<file path="config.mk">
export PLATFORM = sky130hd
export DESIGN_NAME = top_mul_rr_sched_flat
export DESIGN_NICKNAME = d
export VERILOG_FILES = /design/src/rtl/top_mul_rr_sched_if.sv /design/src/rtl/top_mul_rr_sched.sv /design/src/flat_wrapper.sv
export SDC_FILE = /design/constraint.sdc
export NUM_CORES = 1
export LEC_CHECK = 0
export CAP_MARGIN = 20
export CORE_ASPECT_RATIO = 0.8
export CORE_UTILIZATION = 27
export CTS_CLUSTER_SIZE = 24
export DETAILED_ROUTE_END_ITERATION = 7
export PLACE_DENSITY = 0.82
export SYNTH_ARGS = -nofsm -noshare
export SYNTH_HDL_FRONTEND = slang
export SYNTH_SLANG_ARGS = --single-unit
export TNS_END_PERCENT = 100
</file>
<file path="constraint.sdc">
create_clock -name clk -period 2.2 [get_ports clk]
set_input_delay 0.33 -clock clk [delete_from_list [all_inputs] [get_ports clk]]
set_output_delay 0.33 -clock clk [all_outputs]
set_load 0.005 [all_outputs]
</file>
<file path="src/rtl/top_mul_rr_sched_if.sv">
// top_mul_rr_sched_if: requester, response and shared-multiplier signals of the round-robin multiply scheduler.
interface top_mul_rr_sched_if #(
  parameter int N_REQ = 4,
  parameter int A_W   = 13,
  parameter int B_W   = 6,
  parameter int P_W   = A_W + B_W
);
  logic [N_REQ-1:0]     req_valid;
  logic [N_REQ*A_W-1:0] req_a;
  logic [N_REQ*B_W-1:0] req_b;
  logic [N_REQ-1:0]     req_ready;
  logic                 mul_ce;
  logic [A_W-1:0]       mul_din0;
  logic [B_W-1:0]       mul_din1;
  logic [P_W-1:0]       mul_dout;
  logic                 rsp_valid;
  logic                 rsp_ready;
  logic [1:0]           rsp_id;
  logic [P_W-1:0]       rsp_p;
  logic                 busy;
  modport master (
    input  req_valid, req_a, req_b, rsp_ready, mul_dout,
    output req_ready, mul_ce, mul_din0, mul_din1, rsp_valid, rsp_id, rsp_p, busy
  );
  modport slave (
    output req_valid, req_a, req_b, rsp_ready, mul_dout,
    input  req_ready, mul_ce, mul_din0, mul_din1, rsp_valid, rsp_id, rsp_p, busy
  );
endinterface

</file>
<file path="src/rtl/top_mul_rr_sched.sv">
// top_mul_rr_sched: round-robin arbiter feeding four requesters into one shared 2-stage multiplier with an ID tag pipeline.
module top_mul_rr_sched #(
  parameter int N_REQ = 4,
  parameter int A_W   = 13,
  parameter int B_W   = 6
) (
  input logic clk,
  input logic reset,
  top_mul_rr_sched_if.master bus
);
  logic v1, v2, ce, hit, grant;
  logic [1:0] id1, id2, rr_ptr, win, idx;
  always_comb begin
    hit = 1'b0;
    win = rr_ptr;
    idx = rr_ptr;
    for (int k = N_REQ - 1; k >= 0; k--) begin
      idx = rr_ptr + 2'(k);
      if (bus.req_valid[idx]) begin
        hit = 1'b1;
        win = idx;
      end
    end
  end
  assign ce            = (~v2 | bus.rsp_ready) & ~reset;
  assign grant         = hit & ce;
  assign bus.mul_ce    = ce;
  assign bus.req_ready = grant ? N_REQ'(1) << win : '0;
  assign bus.mul_din0  = grant ? bus.req_a[win*A_W +: A_W] : '0;
  assign bus.mul_din1  = grant ? bus.req_b[win*B_W +: B_W] : '0;
  assign bus.rsp_valid = v2 & ~reset;
  assign bus.rsp_id    = id2;
  assign bus.rsp_p     = bus.mul_dout;
  assign bus.busy      = (v1 | v2) & ~reset;
  always_ff @(posedge clk) begin
    if (reset) begin
      v1     <= 1'b0;
      v2     <= 1'b0;
      id1    <= '0;
      id2    <= '0;
      rr_ptr <= '0;
    end else if (ce) begin
      v1     <= grant;
      id1    <= grant ? win : id1;
      v2     <= v1;
      id2    <= id1;
      rr_ptr <= grant ? win + 2'd1 : rr_ptr;
    end
  end
endmodule

</file>
<file path="src/flat_wrapper.sv">
// flat-port wrapper written by rule: the top's interface ports become plain ports
module top_mul_rr_sched_flat 
#(
  parameter int N_REQ = 4,
  parameter int A_W   = 13,
  parameter int B_W   = 6
)
  (clk, reset, bus_req_valid, bus_req_a, bus_req_b, bus_rsp_ready, bus_mul_dout, bus_req_ready, bus_mul_ce, bus_mul_din0, bus_mul_din1, bus_rsp_valid, bus_rsp_id, bus_rsp_p, bus_busy);
  top_mul_rr_sched_if #(.N_REQ(N_REQ), .A_W(A_W), .B_W(B_W)) bus_i ();
  input logic clk;
  input logic reset;
  input wire logic [$bits(bus_i.req_valid)-1:0] bus_req_valid;
  input wire logic [$bits(bus_i.req_a)-1:0] bus_req_a;
  input wire logic [$bits(bus_i.req_b)-1:0] bus_req_b;
  input wire logic [$bits(bus_i.rsp_ready)-1:0] bus_rsp_ready;
  input wire logic [$bits(bus_i.mul_dout)-1:0] bus_mul_dout;
  output wire logic [$bits(bus_i.req_ready)-1:0] bus_req_ready;
  output wire logic [$bits(bus_i.mul_ce)-1:0] bus_mul_ce;
  output wire logic [$bits(bus_i.mul_din0)-1:0] bus_mul_din0;
  output wire logic [$bits(bus_i.mul_din1)-1:0] bus_mul_din1;
  output wire logic [$bits(bus_i.rsp_valid)-1:0] bus_rsp_valid;
  output wire logic [$bits(bus_i.rsp_id)-1:0] bus_rsp_id;
  output wire logic [$bits(bus_i.rsp_p)-1:0] bus_rsp_p;
  output wire logic [$bits(bus_i.busy)-1:0] bus_busy;
  assign bus_i.req_valid = bus_req_valid;
  assign bus_i.req_a = bus_req_a;
  assign bus_i.req_b = bus_req_b;
  assign bus_i.rsp_ready = bus_rsp_ready;
  assign bus_i.mul_dout = bus_mul_dout;
  assign bus_req_ready = bus_i.req_ready;
  assign bus_mul_ce = bus_i.mul_ce;
  assign bus_mul_din0 = bus_i.mul_din0;
  assign bus_mul_din1 = bus_i.mul_din1;
  assign bus_rsp_valid = bus_i.rsp_valid;
  assign bus_rsp_id = bus_i.rsp_id;
  assign bus_rsp_p = bus_i.rsp_p;
  assign bus_busy = bus_i.busy;
  top_mul_rr_sched #(.N_REQ(N_REQ), .A_W(A_W), .B_W(B_W)) u_core (.clk(clk), .reset(reset), .bus(bus_i));
endmodule
</file>
# --- Word-level counts from Yosys, hierarchy flattened ---
# Index checks and enable logic that the tools add are counted.
word_totals:
  elab_cells: 46
  out_inout_bits: 47
  in_bits: 102
  register_bits: 8
classes:
  muxes: 19
  mul: 2
  shifts: 3
  order_cmp: 4
  n_bitwise: 8
  n_reduce_logical: 1
  addsub: 4
op_table:
  columns: ["op", "count"]
  rows:
  - ["52-bit by 7-bit indexed part select with 13-bit output", 1]
  - ["24-bit by 6-bit indexed part select with 6-bit output", 1]
  - ["13-bit two-way mux", 1]
  - ["2-bit by 3-bit < comparator with 1-bit output (second input constant)", 4]
  - ["1-bit binary-select mux with 2-bit select", 4]
  - ["1-bit two-way mux", 8]
  - ["2-bit two-way mux", 4]
  - ["2-bit by 4-bit multiplier with 6-bit output (second input constant)", 1]
  - ["6-bit two-way mux", 1]
  - ["2-bit by 1-bit adder with 2-bit output (second input constant)", 2]
  - ["2-bit adder (second input constant)", 2]
  - ["1-bit bitwise AND", 4]
  - ["2-bit by 2-bit multiplier with 4-bit output (second input constant)", 1]
  - ["4-bit two-way mux", 1]
  - ["1-bit by 2-bit left shift with 4-bit output (first input constant)", 1]
  - ["1-bit NOT", 2]
  - ["1-bit OR", 2]
  - ["2-bit AND reduction", 1]

# --- Logic depth before layout (Yosys ltp) ---
depth:
  ltp_word: 10
  ltp_mapped: 7
  mapped_depth_nobuf: 7

# --- Worst setup path after synthesis ---
# No wires, ideal clock.
synth_path:
  kind: "reg-to-output"
  from: "reg u_core.rr_ptr[1]"
  to: "out bus_req_ready[0]"
  path_buffers: 1
  arrival_ps: 1617
  required_time_ps: 1870
  path_stages_with_launch: 8
  slack_ps: 253
  path_cell_list: "dfxtp_1 and3b_1 or4_4 nand2_4 buf_8 inv_1 ha_1 and2_1"
synth_via:
  elab_chain_len: 9
  elab_cells_between_ends: 22
  cone_classes: "add/sub (3); shift (1); mux (17); bitwise (1)"
synth_rtl:
  columns: ["element", "line_no", "text"]
  rows:
  - ["start, declared", "top_mul_rr_sched.sv:12", "logic [1:0] id1, id2, rr_ptr, win, idx;"]
  - ["start signal, assigned", "top_mul_rr_sched.sv:47", "rr_ptr <= grant ? win + 2'd1 : rr_ptr;"]
  - ["2-bit adder", "top_mul_rr_sched.sv:18", "idx = rr_ptr + 2'(k);"]
  - ["1-bit binary-select mux with 2-bit select", "top_mul_rr_sched.sv:19", "if (bus.req_valid[idx]) begin"]
  - ["1-bit two-way mux (implied by the code)", "top_mul_rr_sched.sv:19", null]
  - ["2-bit two-way mux (3 in a row)", "top_mul_rr_sched.sv:19", null]
  - ["2-bit two-way mux (*)", "top_mul_rr_sched.sv:19", null]
  - ["named net u_core.win[1]", "top_mul_rr_sched.sv:12", null]
  - ["1-bit by 2-bit left shift with 4-bit output (*)", "top_mul_rr_sched.sv:28", "assign bus.req_ready = grant ? N_REQ'(1) << win : '0;"]
  - ["4-bit two-way mux (*)", "top_mul_rr_sched.sv:28", null]
  - ["end, declared", "flat_wrapper.sv:17", "output wire logic [$bits(bus_i.req_ready)-1:0] bus_req_ready;"]
# Mark *: on every way through the listed nets, which the timed path passes. The rest lies on a longest branch. The select of a mux whose other input is x is not followed.

# --- Worst setup path in the final report ---
layout_path:
  from: "reg u_core.rr_ptr[1]"
  to: "out bus_mul_din0[2]"
layout_via:
  elab_chain_len: 10
  elab_cells_between_ends: 23
  cone_classes: "add/sub (3); mul (1); shift (1); mux (17); bitwise (1)"
layout_rtl:
  columns: ["element", "line_no", "text"]
  rows:
  - ["2-bit adder", "top_mul_rr_sched.sv:18", null]
  - ["1-bit binary-select mux with 2-bit select", "top_mul_rr_sched.sv:19", null]
  - ["1-bit two-way mux (implied by the code)", "top_mul_rr_sched.sv:19", null]
  - ["2-bit two-way mux (4 in a row)", "top_mul_rr_sched.sv:19", null]
  - ["2-bit by 4-bit multiplier with 6-bit output", "top_mul_rr_sched.sv:29", "assign bus.mul_din0 = grant ? bus.req_a[win*A_W +: A_W] : '0;"]
  - ["52-bit by 7-bit indexed part select with 13-bit output", "top_mul_rr_sched.sv:29", null]
  - ["13-bit two-way mux (*)", "top_mul_rr_sched.sv:29", null]
  - ["end, declared", "flat_wrapper.sv:19", "output wire logic [$bits(bus_i.mul_din0)-1:0] bus_mul_din0;"]
# Mark *: on every way between the ends. The rest lies on a longest branch, timed or not. The select of a mux whose other input is x is not followed.

==> run metrics <==
endpoints failing setup 22; DR iter-0 viols 37; synth top area cells mux2i_1 (32%), dfxtp_1 (13%), buf_4 (13%); FILL cells 390; Root Driver clkbuf_8; Area Growth Syn to Fin 113.4%; cell type with the highest aggregate area in the netlist mux2i_1; Mapped Nets 252; HPWL Detailed 3412 um; drc violations 0; die width 77.58 um; total core area 4283 um^2; failing checks negative setup slack; CTS tree done; Layout Nets 377; worst hold path class reg -> reg; starting density of the core 28.81%; worst slew pin tran 0.4601 ns; std cell rows 21; clk_skew 0.0007131 ns; first-pass GRT wire length 6879 um; Final Util 61.47%; initial antenna violation count 0; final worst path period share 109.4%; area fraction of the dominant cell type after synthesis 32.45%; Required @ worst endpoint 1.87 ns; I/O pin count 149; Num CTS Buffers 3; Cell variety after synth 27; hold_buf cts 0; largest net degree at the start of global routing 12; placed cells 304; sequential cell area fraction in the yosys report 12.98%; grt total ovfl 0; Die H 62.46 um; Max transition margin 69.04%; leakage power 0.001149 uW; WS Path Type reg -> out; CP max FO 6; Worst Setup Start Kind flip-flop; post-DR vias/cell 4.693; final hold violations 0; Die ar. 4845 um^2; DR WL/cell 14.11 um; clock buffer depth 2; Worst IR Drop VDD 0.2755 mV; unrepaired setup endpoints after global routing yes; Buffers on Ports 110; CP arrival 2.08 ns; layout cells sized above 1 32.34%; pwr dens 642.7 nW/um^2; Skew-Pair Late Insertion Delay 0.22 ns; GP Congestion 0.8305; total of max-cap violations 0; CTS HTree Levels 1; Reg clk slew, reported paths 0.04 ns; Non-Filler Instances 326; number of nets with antenna violations after routing 0; dpl ws -0.8120 ns; fin worst setup slack -0.2069 ns; Yosys reg bits 8; via count 1530; final total power 1692 uW; fmax 415.5 MHz; fin. max-slew vios 0; ant diodes 0; drt total wl 4599 um; Critical Path End Type output port; YS warnings 0; Syn Inst Count 146; hold_ws 0.4750 ns; clock sinks 8; mapped cell area 1234 um^2; Syn Area/Cell 8.450 um^2; total track usage 17.73%; Pre-Repair DR Iteration Count 4; Final Critical Period 2.407 ns; status finished with violations; vias in the first global route 1501
==> critical path, stage by stage, from the launching register on <==
cell and delay (ns):
dfxtp_2 0.31, and3b_1 0.16, or4_4 0.52, nand2_8 0.12, buf_8 0.13, buf_6 0.13
mux2i_1 0.24, o22ai_2 0.11, buf_2 0.14
==> cell usage after synthesis (all sizes together) <==
| master | n |
|---|---|
| a21oi | 2 |
| a211o | 1 |
| clkbuf | 3 |
| and2b | 1 |
| nor4 | 1 |
| nand2 | 4 |
| dfxtp | 8 |
| or4 | 1 |
| buf | 26 |
| nor2b | 4 |
| a211oi | 1 |
| inv | 3 |
| ha | 4 |
| nor2 | 11 |
| and2 | 4 |
| mux2i | 40 |
| nor3 | 2 |
| o22ai | 19 |
| o211ai | 1 |
| and3b | 1 |
| nand2b | 4 |
| o21ai | 5 |
==> stage by stage <==
| step | area, um^2 | setup TNS [ns] |
|---|---|---|
| finish | 2633 | -1.880 |
| detailed placement | 2337 | -16.73 |
| global placement | 2337 | -15.63 |
| CTS | 2592 | -3.440 |
| floorplan | 1234 | 0 |
| global route | 2633 | -3.304 |
==> registers in the layout, summed over array words and instances, names as in the netlist <==
register,cells
u_core.bus.rsp_id,2
u_core.id1,2
u_core.rr_ptr,2
u_core.v1,1
u_core.v2,1
==> cells by family after synthesis <==
logic type / synth area share, %
AND/OR/NAND/NOR: 14.91
buffers and inverters: 20.69
adder cells (fa/ha/maj): 4.057
flip-flops: 12.98
multiplexers: 32.45
AO/OA/AOI/OAI: 14.91
==> placed cells by master (no fill, tap or decap), types with 2 or more instances in the layout <==
cell type / instances
a21oi_1: 2
and2_1: 2
and2_4: 2
buf_12: 4
buf_2: 23
buf_4: 19
buf_6: 14
buf_8: 4
clkbuf_8: 3
clkdlybuf4s50_1: 83
dfxtp_1: 7
dlygate4sd2_1: 2
ha_4: 3
inv_1: 2
mux2i_1: 36
mux2i_4: 3
nand2_1: 3
nand2b_1: 3
nor2_1: 11
nor2b_1: 3
o21ai_0: 3
o22ai_1: 17
o22ai_2: 2
==> routing by layer <==
layer  wire, um  GRT usage (%)  vias to the layer above
met5          0              0                        -
met4         17          3.066                        0
met3        221          2.628                        4
met2       2402          32.85                       59
met1       1958          21.67                      708
li1           -              -                      759
==> where the power goes <==
| part | switching, uW | leakage, uW | internal [uW] | total, uW |
|---|---|---|---|---|
| clock network | 51.4 | 0.0000216 | 118 | 169 |
| logic | 512 | 0.00106 | 825 | 1340 |
| registers | 13.6 | 0.0000666 | 173 | 186 |
==> what timing repair did <==
action	4_1_cts	5_1_grt
pin swaps	22	10
setup endpoints to repair	23	23
cloned	1	0
endpoints found under the hold margin	0	0
setup buffers	16	3
resized for setup	142	11
==> layout make-up <==
cell class	instances	area [um^2]	area share [%]
clock buffers	3	41.29	1.568
inverters	3	18.77	0.7129
multi-input cells	106	935.9	35.55
flip-flops and latches	8	161.4	6.131
well taps	57	71.32	2.709
repair buffers	149	1404	53.33
==> final timing paths <==
check	endpoint	from	cells after the start	slack (ns)
worst max-delay path	bus_mul_din0[2]	u_core.rr_ptr[1]$_SDFFE_PP0P_	8	-0.21
worst min-delay path	u_core.id1[0]$_SDFFE_PP0P_	u_core.id1[0]$_SDFFE_PP0P_	2	0.48
worst max register to register	u_core.rr_ptr[1]$_SDFFE_PP0P_	u_core.rr_ptr[1]$_SDFFE_PP0P_	8	0.41
worst min register to register	u_core.id1[0]$_SDFFE_PP0P_	u_core.id1[0]$_SDFFE_PP0P_	2	0.48
Power figures use the tool's default switching activity.
